<file path="src/rtl/trace_capture.sv">
// Retirement-trace capture buffer: arms on request, starts storing (pc, alu) pairs
// once the chosen PC retires, and drains them through a valid/ready read port.
module trace_capture #(
    parameter int XLEN  = 32,
    parameter int DEPTH = 16,
    parameter int AW    = $clog2(DEPTH)
) (
    input  logic            clk,
    input  logic            reset,
    input  logic [XLEN-1:0] pc_in,
    input  logic [XLEN-1:0] alu_in,
    input  logic            retire_valid,
    input  logic            arm,
    input  logic            clr,
    input  logic [XLEN-1:0] trig_pc,
    output logic            rd_valid,
    input  logic            rd_ready,
    output logic [XLEN-1:0] rd_pc,
    output logic [XLEN-1:0] rd_alu,
    output logic [AW:0]     count,
    output logic            overflow,
    output logic [1:0]      state
);

    typedef enum logic [1:0] {
        S_IDLE    = 2'd0,
        S_ARMED   = 2'd1,
        S_CAPTURE = 2'd2,
        S_FULL    = 2'd3
    } state_t;

    localparam logic [AW:0] CNT_LAST = (AW+1)'(DEPTH - 1);

    state_t              state_q, state_nxt;
    logic [AW-1:0]       wp_q, rp_q;
    logic [AW:0]         count_q;
    logic                overflow_q;
    logic [2*XLEN-1:0]   mem [DEPTH];

    logic push, pop, drop, trig_hit;

    // Read handshake: an entry transfers on any edge where rd_valid && rd_ready;
    // rd_valid never drops and the head never changes until that transfer happens.
    assign rd_valid = (count_q != '0);
    assign pop      = rd_valid && rd_ready;
    assign trig_hit = retire_valid && (pc_in == trig_pc);

    always_comb begin
        state_nxt = state_q;
        push      = 1'b0;
        drop      = 1'b0;
        case (state_q)
            S_IDLE: begin
                if (arm) state_nxt = S_ARMED;
            end
            S_ARMED: begin
                if (trig_hit) begin
                    push      = 1'b1;
                    state_nxt = (count_q == CNT_LAST && !pop) ? S_FULL : S_CAPTURE;
                end
            end
            S_CAPTURE: begin
                if (retire_valid) begin
                    push = 1'b1;
                    if (count_q == CNT_LAST && !pop) state_nxt = S_FULL;
                end
            end
            S_FULL: begin
                // A pop in the same cycle still cannot make room for this sample.
                if (retire_valid) drop = 1'b1;
                if (pop) state_nxt = S_CAPTURE;
            end
            default: state_nxt = S_IDLE;
        endcase
    end

    always_ff @(posedge clk or negedge reset) begin
        if (!reset) begin
            state_q    <= S_IDLE;
            wp_q       <= '0;
            rp_q       <= '0;
            count_q    <= '0;
            overflow_q <= 1'b0;
        end else if (clr) begin
            state_q    <= S_IDLE;
            wp_q       <= '0;
            rp_q       <= '0;
            count_q    <= '0;
            overflow_q <= 1'b0;
        end else begin
            state_q <= state_nxt;
            if (push) wp_q <= wp_q + AW'(1);
            if (pop)  rp_q <= rp_q + AW'(1);
            case ({push, pop})
                2'b10:   count_q <= count_q + (AW+1)'(1);
                2'b01:   count_q <= count_q - (AW+1)'(1);
                default: count_q <= count_q;
            endcase
            if (drop) overflow_q <= 1'b1;
        end
    end

    // Storage carries no reset; stale contents are never presented while count is 0.
    always_ff @(posedge clk) begin
        if (push && !clr) mem[wp_q] <= {pc_in, alu_in};
    end

    assign rd_pc    = mem[rp_q][2*XLEN-1:XLEN];
    assign rd_alu   = mem[rp_q][XLEN-1:0];
    assign count    = count_q;
    assign overflow = overflow_q;
    assign state    = state_q;

endmodule

</file>
<file path="config.mk">
export PLATFORM = sky130hd
export DESIGN_NAME = trace_capture
export DESIGN_NICKNAME = d
export VERILOG_FILES = /design/src/rtl/trace_capture.sv
export SDC_FILE = /design/constraint.sdc
export NUM_CORES = 1
export LEC_CHECK = 0
export BUFFER_PORTS_ARGS = -buffer_cell sky130_fd_sc_hd__buf_2
export CORE_MARGIN = 5
export CORE_UTILIZATION = 50
export CTS_CLUSTER_DIAMETER = 40
export DETAILED_ROUTE_END_ITERATION = 10
export PLACE_DENSITY = 0.71
export SLEW_MARGIN = 25
export SYNTH_ARGS = -nofsm -noshare
export SYNTH_HDL_FRONTEND = slang
export SYNTH_SLANG_ARGS = --single-unit
</file>
<file path="constraint.sdc">
create_clock -name clk -period 11 [get_ports clk]
set_input_delay 0.55 -clock clk [delete_from_list [all_inputs] [get_ports clk]]
set_output_delay 0.55 -clock clk [all_outputs]
set_load 0.02 [all_outputs]
</file>
Word level (Yosys, flattened, before mapping)
Memory sizes are Yosys's and may differ from the RTL's.
Index checks and enable logic that the tools add are counted.
{ "word_totals": {"reg_bits": 16, "memories": 1, "inputBits": 102, "output_inout_bits": 73, "elab_cells": 57, "ram_bits": 1024} }
{ "op_classes": {"n_eq_ne": 12, "n_reduce_logical": 13, "muxes": 22, "addsub": 4} }
{ "mem_list": {"columns": ["name", "words", "width", "rd", "rd_ports_with_merged_regs", "write_ports", "line_no", "text"], "rows": [
  ["mem", 16, 64, 1, 0, 1, "38", "logic [2*XLEN-1:0] mem [DEPTH];"]
]} }
{ "ops": {"columns": ["operator", "n"], "rows": [
  ["32-bit equality test", 1],
  ["4-bit two-way mux", 4],
  ["3-bit inequality test, second input constant", 5],
  ["2-bit two-way mux", 6],
  ["5-bit one-hot mux with 2 select lines", 1],
  ["4-bit by 1-bit adder with 4-bit output, second input constant", 2],
  ["1-bit two-way mux", 8],
  ["2-bit one-hot mux with 4 select lines", 1],
  ["2-bit equality test, second input constant", 3],
  ["2-bit nonzero test", 3],
  ["5-bit by 1-bit adder with 5-bit output, second input constant", 1],
  ["5-bit by 4-bit equality test with 1-bit output, second input constant", 1],
  ["5-bit two-way mux", 1],
  ["5-bit AND reduction", 1],
  ["5-bit nonzero test", 1],
  ["5-bit by 1-bit subtractor with 5-bit output, second input constant", 1],
  ["2-bit by 1-bit equality test with 1-bit output, second input constant", 2],
  ["1-bit logical AND", 4],
  ["3-bit nonzero test", 1],
  ["1-bit zero test", 2],
  ["2-bit zero test", 1],
  ["1-bit one-hot mux with 2 select lines", 1]
]} }

Longest topological paths before layout
Gate-level depths: netlist (run 1).
{ "logic_depth": {"ltp_word": 8, "depth_mapped": 15, "depth_no_buf": 13} }

Least setup slack after synthesis (run 1)
No wires, ideal clock.
{ "synth_timing": {"kind": "input to register", "from": "input port trig_pc[30]", "to": "memory mem[11][0] (netlist name), enable pin", "path_stages": 5, "required_ps": 10419, "arrival_time_ps": 6201, "setup_time_ps": 581, "slack_ps": 4218, "path_buffers": 0, "cell_sequence": "xnor2_1 -> nand4_1 -> nor4_4 -> nand4_1 -> a211oi_1"} }
{ "synth_between": {"elab_chain_len": 7} }
{ "synth_rtl": {"columns": ["element", "line_no", "text"], "rows": [
  ["from (decl)", "15", "input logic [XLEN-1:0] trig_pc,"],
  ["32-bit equality test", "46", "assign trig_hit = retire_valid && (pc_in == trig_pc);"],
  ["1-bit logical AND", "46", null],
  ["1-bit two-way mux", "57", "if (trig_hit) begin"],
  ["1-bit one-hot mux with 2 select lines", "52", "case (state_q)"],
  ["1-bit logical AND", "105", "if (push && !clr) mem[wp_q] <= {pc_in, alu_in};"],
  ["1-bit two-way mux", "105", null],
  ["1-bit two-way mux (not written as such)", "105", null],
  ["to (decl)", "38", null]
]} }
Every way passes these cells.

Worst setup path after layout (run 1)
{ "layout_timing": {"from": "register rp_q[0]", "to": "output port rd_pc[22]"} }
{ "layout_between": {"elab_chain_len": 1} }
{ "layout_rtl": {"columns": ["element", "line_no", "text"], "rows": [
  ["from (decl)", "35", "logic [AW-1:0] wp_q, rp_q;"],
  ["from (signal assigned)", "93", "if (pop) rp_q <= rp_q + AW'(1);"],
  ["memory read 16 x 64 bit", null, null],
  ["to (decl)", "18", "output logic [XLEN-1:0] rd_pc,"]
]} }
Every way passes these cells.

==> results_dict.tcl, run 1 <==
set metrics [dict create \
    dieArea_um2 85580 \
    leakagePower_uw 0.01434 \
    post-route-period-util_pct 44.12 \
    synth_top_family_by_area "multiplexers" \
    max_freq_mhz 206.1 \
    cts_max_level 3 \
    synth_ff_type "edfxtp_1" \
    synth_fp_nets 1725 \
    clk-insertion-delay-late_ns 0.68 \
    cts_tree "built" \
    hold_viol 0 \
    numCtsBuffers 118 \
    yosys.area.top_type_share_pct 77.04 \
    r2r_start "state[1]" \
    pre_cts_ws_ns 5.699 \
    antenna_found_initial 8 \
    holdCritPathClass "input port to register" \
    clock_skew_ns 0.03368 \
    grt_pass1_vias 19460 \
    synthSimpleGateAreaFrac_pct 1.150 \
    crit_family "buffers and inverters" \
    cts_root_buffer "clkbuf_16" \
    rr_worst_depth 7 \
    period_minus_slack_ns 4.853 \
    io_pins 175 \
    crit_path_frequent_cell "mux4_2" \
    muxShareOfSynthArea_pct 18.11 \
    cp-startpoint "rp_q[0]" \
    area_growth_pct 16.09 \
    p_per_area_nw_per_um2 220.9 \
    ys_types 48 \
    finalWorstSetupSlack_ns 6.147 \
    syn_area_um2 39920 \
    start_kind "register" \
    cp_slowest_cell "dfrtp_4" \
    syn_inst 1609 \
    status "finished clean" \
    postRouteAntennaNets 0 \
    ys_seq_elements 1040 \
    synth_common_cells "edfxtp_1, mux4_2, clkbuf_1, xnor2_1, nor2_1" \
    rsz0062_at_grt "no" \
    final_nets 1977 \
    finalSetupTns_ns 0 \
    report.final.slew_viol_count 0 \
    crit_type "register to output port" \
    synthArstFlopShare_pct 1.538 \
    finalSetupViolCount 0 \
    grt_pass1_wl_um 132600 \
    drive_above_1_share_pct 38.30 \
    synth_area_leaders "edfxtp_1, mux4_2, dfrtp_1" \
    ir_drop_v 0.0001347 \
    via_per_inst 6.089 \
    path_cells "buf_4 -> buf_12 -> mux4_2 -> mux4_2 -> buf_2" \
    clock-sinks 1040 \
    synth.most_common_cell "edfxtp_1" \
    path_clk_slew_ns 0.06 \
    slowest_delay_ns 0.75 \
    max_cap_viol_count 0 \
    hold_path.startpoint "alu_in[15]" \
    reg2reg_slack_ns 6.88 \
    cp.arrival_ns 4.30 \
    die_w_um 292.5 \
    whs_endpoint "mem[6][15]" \
    grt_usage_pct 21.03 \
    synth_xor_area_share_pct 0.7899 \
    synth_compound_area_share_pct 0.5015 \
    start_util_pct 50.44 \
    syn_area_per_cell_um2 24.81 \
    synthAdderAreaFrac_pct 0.4577 \
    clock_path_buffers 3 \
    worstPathRequired_ns 10.45 \
    synth_warnings 0 \
    vias 18360 \
    placement.io_buffers 174 \
    dp_hpwl_um 46060 \
    drc 0 \
    worstReg2RegEnd "mem[0][25]" \
    tightest_slew_ns 1.066 \
    post_cts_resized 0 \
    hold-path-cell-count 1 \
    yosys.area.top_type "edfxtp_1" \
    grt_start_max_net_pins 89 \
    rows 103 \
    overflow 0 \
    gp_congestion 0.7884 \
    cp-end-kind "output port" \
    synth-edff-count 1024 \
    dr.pass1.iters 5 \
    worstPathMaxFanout 88 \
    finalPower_uw 10240 \
    critical_path_buf_inv_count 3 \
    drt-total-wl_um 89790 \
    wire_per_inst_um 29.78 \
    synth-seq-area-share_pct 78.04 \
    first_iter_violations 1829 \
    relSlewSlack_pct 28.93 \
    fp.dieH_um 292.5 \
    core_um2 79130 \
]
-- through the flow --
step | util (%) | std cells | hold slack (ns) | instance area, um^2
floorplan | - | 1609 | 0.2544 | 39920
global placement | 53.28 | 2788 | 0.4781 | 42160
detailed placement | 53.35 | 2790 | 0.4912 | 42210
CTS | 58.55 | 3011 | 0.2182 | 46330
global route | 58.55 | 3012 | 0.2346 | 46330
finish | 58.56 | 3015 | 0.2573 | 46340
-- cells by family after synthesis --
logic type      Yosys count
buf+inv                  89
xor+xnor                 36
mux                     322
flops                  1040
fa+ha+maj                14
simple gates             81
compound gates           27
-- worst reg2reg max path, stage by stage (launching register included) --
cell     delay (ns)
dfrtp_1        0.43
inv_1          0.14
ha_1           0.31
nand4_1        0.33
nand2_1        0.33
nand4_1        0.46
nor2_4         0.79
buf_4          0.86
-- sequential cells by signal (all words and copies together), names as in the netlist --
register and cells:
state 2, overflow 1, mem 1024, count 5, rp_q 4, wp_q 4
-- routing by layer --
metal	GRT usage, %	part of all wire [%]	routed length, um
met1	30.05	40	36290
met2	34.97	51	45570
met3	3.814	7.3	6539
met4	4.248	1.5	1388
met5	0	0	0
-- worst max path at each step --
stage / endpoint / slack [ns] / depth (start not counted)
2_1_floorplan: mem[11][0] / 4.22 / 5
3_3_place_gp: mem[1][26] / 5.81 / 9
3_5_place_dp: mem[0][25] / 5.70 / 9
4_1_cts: rd_pc[9] / 5.98 / 5
5_1_grt: rd_pc[22] / 5.78 / 5
6_report: rd_pc[22] / 6.15 / 5
-- where the power goes --
group	internal [uW]	leakage, uW	switching, uW
clock network	2450	0.00196	1580
logic	897	0.00298	873
registers	4370	0.00941	57.6
total	7720	0.0143	2510
-- cell usage in the layout (no fill, tap or decap), drive strengths merged, types with 3 or more instances in the layout --
cell type,synthesis,layout
edfxtp,1024,1024
mux4,320,320
buf,34,207
clkbuf,42,137
clkinv,0,37
xnor2,27,27
inv,13,26
nor2,25,25
bufinv,0,18
dfrtp,16,16
clkinvlp,0,15
ha,13,13
nand4,9,9
xor2,9,9
o21ai,9,9
nand2b,8,8
nand3,8,8
nor3,7,7
nand2,6,6
a21oi,6,6
diode,0,4
and3,4,4
a211oi,3,3
-- what timing repair did --
item,4_1_cts,5_1_grt
setup endpoints to repair,0,0
buffers inserted,0,0
hold buffers,1,0
hold endpoints to repair,16,0
-- layout make-up --
class,instances,area [um^2]
Timing Repair Buffer,208,1185
Fill cell,5521,32790
Sequential cell,1040,31160
Tap cell,1050,1314
Antenna cell,4,10.01
Multi-Input combinational cell,480,8514
Inverter,13,48.80
Clock buffer,137,3088
Clock inverter,83,1015
Power figures use the tool's default switching activity.
==> run 2, diff against run 1 <==
clock period = 5.1 ns   (was 11 ns; I/O delays follow)
==> results_dict.tcl, run 2 (synthesis gave the netlist of run 1 again) <==
set metrics [dict create \
    rows 103 \
    overflow 0 \
    clock_skew_ns 0.02113 \
    layout.cells.non_filler 3099 \
    die_w_um 292.5 \
    cts_tree "built" \
    largest_reg_flops 1024 \
    clock_path_buffers 3 \
    wire_per_inst_um 28.50 \
    via_per_inst 5.962 \
    path_cells "dlygate4sd3_1 -> buf_2 -> xnor2_1 -> nand4_1 -> nor3_1 -> nand4_1 -> nand2_1 -> nand4_1 -> nor2_4 -> buf_12" \
    utilization_pct 59.95 \
    status "finished clean" \
    leakagePower_uw 0.01481 \
    clock-sinks 1040 \
    core_um2 79130 \
    holdCritPathClass "input port to register" \
    p_per_area_nw_per_um2 469.6 \
    finalSetupTns_ns 0 \
    drive_above_1_share_pct 37.59 \
    cts_root_buffer "clkbuf_16" \
    hold_viol 0 \
    report.final.slew_viol_count 0 \
    vias 18480 \
    regMostFlops "mem" \
    period_minus_slack_ns 3.970 \
    dp_hpwl_um 47460 \
    path_clk_slew_ns 0.06 \
    fp.dieH_um 292.5 \
    layout_commonest_cell "edfxtp_1" \
    placement.io_buffers 174 \
    cts_max_level 3 \
    tightest_slew_ns 1.024 \
    antenna_found_initial 5 \
    cp-end-kind "register" \
    first_iter_violations 1867 \
    clk-insertion-delay-late_ns 0.68 \
    start_kind "input port" \
    grt_start_max_net_pins 68 \
    dr.pass1.iters 6 \
    slowest_delay_ns 0.58 \
    crit_type "input port to register" \
    cp.arrival_ns 4.32 \
    crit_path_frequent_cell "nand4_1" \
    final_nets 2062 \
    finalSetupViolCount 0 \
    dieArea_um2 85580 \
    grt_pass1_vias 19690 \
    post_cts_resized 0 \
    max_freq_mhz 251.9 \
    drt-total-wl_um 88310 \
    start_util_pct 50.44 \
    gp_congestion 0.7752 \
    ir_drop_v 0.0002979 \
    worstPathRequired_ns 5.45 \
    final_cell_mix "edfxtp_1, mux4_2, buf_2" \
    max_cap_viol_count 0 \
    cp_slowest_cell "nor2_4" \
    dp_cells 2805 \
    rsz0062_at_grt "no" \
    grt_usage_pct 20.79 \
    drc 0 \
    post-route-period-util_pct 77.84 \
    postRouteAntennaNets 0 \
    worstPathMaxFanout 35 \
    grt_pass1_wl_um 131300 \
    area_growth_pct 18.85 \
    numCtsBuffers 119 \
    io_pins 175 \
    fill_cells 5370 \
    relSlewSlack_pct 31.73 \
]
-- run 2: metal layers --
layer	wire length (um)	track usage [%]	share of wire, %	up-vias
li1	-	-	-	7678
met1	36350	29.97	41	9883
met2	43390	33.37	49	790
met3	6416	3.874	7.3	122
met4	2136	5.899	2.4	2
met5	13	0	0.015	-
-- run 2: path summary, 6_finish.rpt --
kind                                   end  startpoint  cells past startpoint  slack (ns)
worst max-delay path            mem[3][12]    pc_in[0]                     10        1.13
worst max register to register    count[4]    state[0]                     12        1.66
worst min-delay path               rp_q[2]    rd_ready                      4        0.04
worst min register to register    state[1]    state[1]                      2        0.61
max in group asynchronous          wp_q[3]       reset                      4        3.68
min in group asynchronous         count[2]       reset                      3        0.56
-- run 2: critical path: cells and delay by family --
family	cells	cell delay [ns]
buffers and inverters	3	1.09
XOR/XNOR	1	0.43
AND/OR/NAND/NOR	6	2.48
-- run 2: where the power goes --
group          internal, uW  leakage, uW  switching (uW)
Combinational          2060      0.00341            1940
Sequential             9430      0.00941             150
Clock                  5200      0.00199            3490
-- run 2: stage by stage --
step | cell area (um^2) | worst slack [ns] | hold slack (ns) | power, uW
final | 47440 | 1.130 | 0.03761 | 22280
after global routing | 47440 | 1.072 | 0.05752 | 23130
after CTS | 47430 | 1.139 | 0.0005194 | 22510
after detailed placement | 42620 | 1.019 | 0.1953 | 13790
after global placement | 42590 | 1.095 | 0.1919 | 13720
after floorplan | 39930 | 0.3751 | -0.04059 | 12620
-- run 2: what timing repair did --
| item | in CTS | in global routing |
|---|---|---|
| setup buffers | 0 | 0 |
| hold endpoints to repair | 1047 | 0 |
| hold buffers | 70 | 0 |
| setup endpoints to repair | 0 | 0 |
-- run 2: cell type report --
cell class / count / area (um^2) / share of cell area [%]
Timing Repair Buffer: 292 / 2277 / 4.800
Multi-Input combinational cell: 480 / 8514 / 17.95
Clock buffer: 131 / 3044 / 6.417
Antenna cell: 3 / 7.507 / 0.01582
Tap cell: 1050 / 1314 / 2.769
Sequential cell: 1040 / 31160 / 65.69
Inverter: 13 / 48.80 / 0.1029
Clock inverter: 90 / 1070 / 2.255
==> run 3, diff against run 2 <==
PLACE_DENSITY = 0.73   (was 0.71)
clock period = 3.51 ns   (was 5.1 ns; I/O delays follow)
==> results_dict.tcl, run 3 (synthesis gave the netlist of run 1 again) <==
set metrics [dict create \
    status "finished clean" \
    holdCritPathClass "input port to register" \
    core_um2 79130 \
    final_cell_mix "edfxtp_1, mux4_2, buf_2" \
    clock_skew_ns 0.03004 \
    worstPathRequired_ns 4.04 \
    path_cells "dlygate4sd3_1 -> buf_2 -> xnor2_2 -> nand4_1 -> buf_4 -> nor4_4 -> nand3_4 -> o21ai_4 -> inv_2 -> ha_1 -> nor2b_1 -> o21ai_1 -> or2b_2 -> and3_2 -> or4_1" \
    place_area_um2 43580 \
    pwr-share-seq_pct 42.7 \
    vias 18960 \
    report.final.slew_viol_count 0 \
    utilization_pct 61.19 \
    cp_slowest_cell "dlygate4sd3_1" \
    cts_max_level 3 \
    p_comb_share_pct 18.4 \
    dp_hpwl_um 50210 \
    fp.dieH_um 292.5 \
    io_pins 175 \
    largest_reg_flops 1024 \
    worstPathMaxFanout 2 \
    finalWorstSetupSlack_ns 0.09693 \
    postRouteAntennaNets 0 \
    regMostFlops "mem" \
    via_per_inst 5.982 \
    rows 103 \
    switchingPower_uw 8062 \
    clockPowerShare_pct 38.9 \
    die_w_um 292.5 \
    start_util_pct 50.44 \
    grt_pass1_wl_um 135500 \
    tightest_slew_ns 0.8881 \
    max_cap_viol_count 0 \
    final_nets 2126 \
    layout_commonest_cell "edfxtp_1" \
    gp_congestion 0.7886 \
    p_int_uw 24460 \
    dr.pass1.iters 5 \
    drive_above_1_share_pct 39.81 \
    ir_drop_v 0.0004585 \
    cp.arrival_ns 3.95 \
    clock-sinks 1040 \
    finalSetupViolCount 0 \
    drc 0 \
    grt_usage_pct 21.46 \
    hold_viol 0 \
    fill_cells 5265 \
    antenna_found_initial 4 \
    clk-insertion-delay-late_ns 0.69 \
    critical_path_buf_inv_count 4 \
    max_freq_mhz 293.0 \
    grt_start_max_net_pins 44 \
    cts_root_buffer "clkbuf_16" \
    first_iter_violations 1952 \
    crit_type "input port to register" \
    rsz0062_at_grt "no" \
    numCtsBuffers 119 \
    hold_path.startpoint "clr" \
    dieArea_um2 85580 \
    cp-startpoint "pc_in[2]" \
    crit_family "simple AND/OR/NAND/NOR gates" \
    p_per_area_nw_per_um2 671.7 \
    wire_per_inst_um 28.82 \
    cts_tree "built" \
    drt-total-wl_um 91330 \
    r2r_start "state[0]" \
    post-route-period-util_pct 97.24 \
    final_area_um2 48420 \
    swShare_pct 24.79 \
    period_minus_slack_ns 3.413 \
    hold_ws_ns 0.04541 \
    slowest_delay_ns 0.54 \
    area_growth_pct 21.31 \
    overflow 0 \
    leakagePower_uw 0.01527 \
    placement.io_buffers 174 \
    finalSetupTns_ns 0 \
    path_clk_slew_ns 0.05 \
    start_kind "input port" \
    clock_path_buffers 3 \
    cp-end-kind "register" \
    pre_cts_ws_ns -0.1995 \
    relSlewSlack_pct 40.79 \
    grt_pass1_vias 20250 \
]
-- run 3: cell count changes in the layout (fill, tap and decap cells not counted), sizes merged --
cell	previous run	this run
buf	222	289
bufinv	16	17
clkbuf	131	133
clkinv	42	52
clkinvlp	10	7
diode	3	4
dlygate4sd3	70	67
inv	35	30
-- run 3: timing repair --
item,in CTS,in global routing
setup buffers,0,1
hold endpoints to repair,1026,0
endpoints found under the setup margin,0,1
hold buffers,67,0
resized for setup,0,2
-- run 3: final cells by class --
cell class	instances	area [um^2]	share of cell area [%]
Antenna cell	4	10.01	0.02067
Clock buffer	133	3052	6.302
Clock inverter	93	1091	2.253
Inverter	13	48.80	0.1008
Multi-Input combinational cell	480	8522	17.60
Sequential cell	1040	31160	64.36
Tap cell	1050	1314	2.713
Timing Repair Buffer	356	3218	6.646
-- run 3: stage by stage --
step	cells	power, uW
global route	3167	33750
detailed placement	2871	20120
CTS	3164	32810
finish	3169	32530
global placement	2871	20020
floorplan	1609	18340
-- run 3: power groups by stage --
stage | registers, uW | clock network [uW] | logic (uW)
6_report | 13900 | 12700 | 5990
5_1_grt | 13900 | 13500 | 6420
4_1_cts | 13900 | 12800 | 6090
3_5_place_dp | 14100 | 0 | 5980
3_3_place_gp | 14100 | 0 | 5900
2_1_floorplan | 14100 | 0 | 4280
-- run 3: final timing paths --
path | to | slack [ns] | cells after the start
setup / recovery | count[4] | 0.1 | 15
hold / removal | wp_q[0] | 0.05 | 3
setup reg to reg | count[4] | 0.37 | 12
hold reg to reg | overflow | 0.55 | 2
max in group asynchronous | rp_q[0] | 2.22 | 3
min in group asynchronous | overflow | 0.70 | 3
-- run 3: worst min-delay path: cells and delay by family --
family                 cells  cell delay, ns
and+or+nand+nor            1            0.11
buffers and inverters      2            0.37
-- run 3: metal layers --
layer / share of wire [%] / track usage [%]
met5: 0.13 / 0.8869
met4: 2.0 / 5.495
met3: 7.5 / 4.466
met2: 49 / 34.31
met1: 41 / 30.95
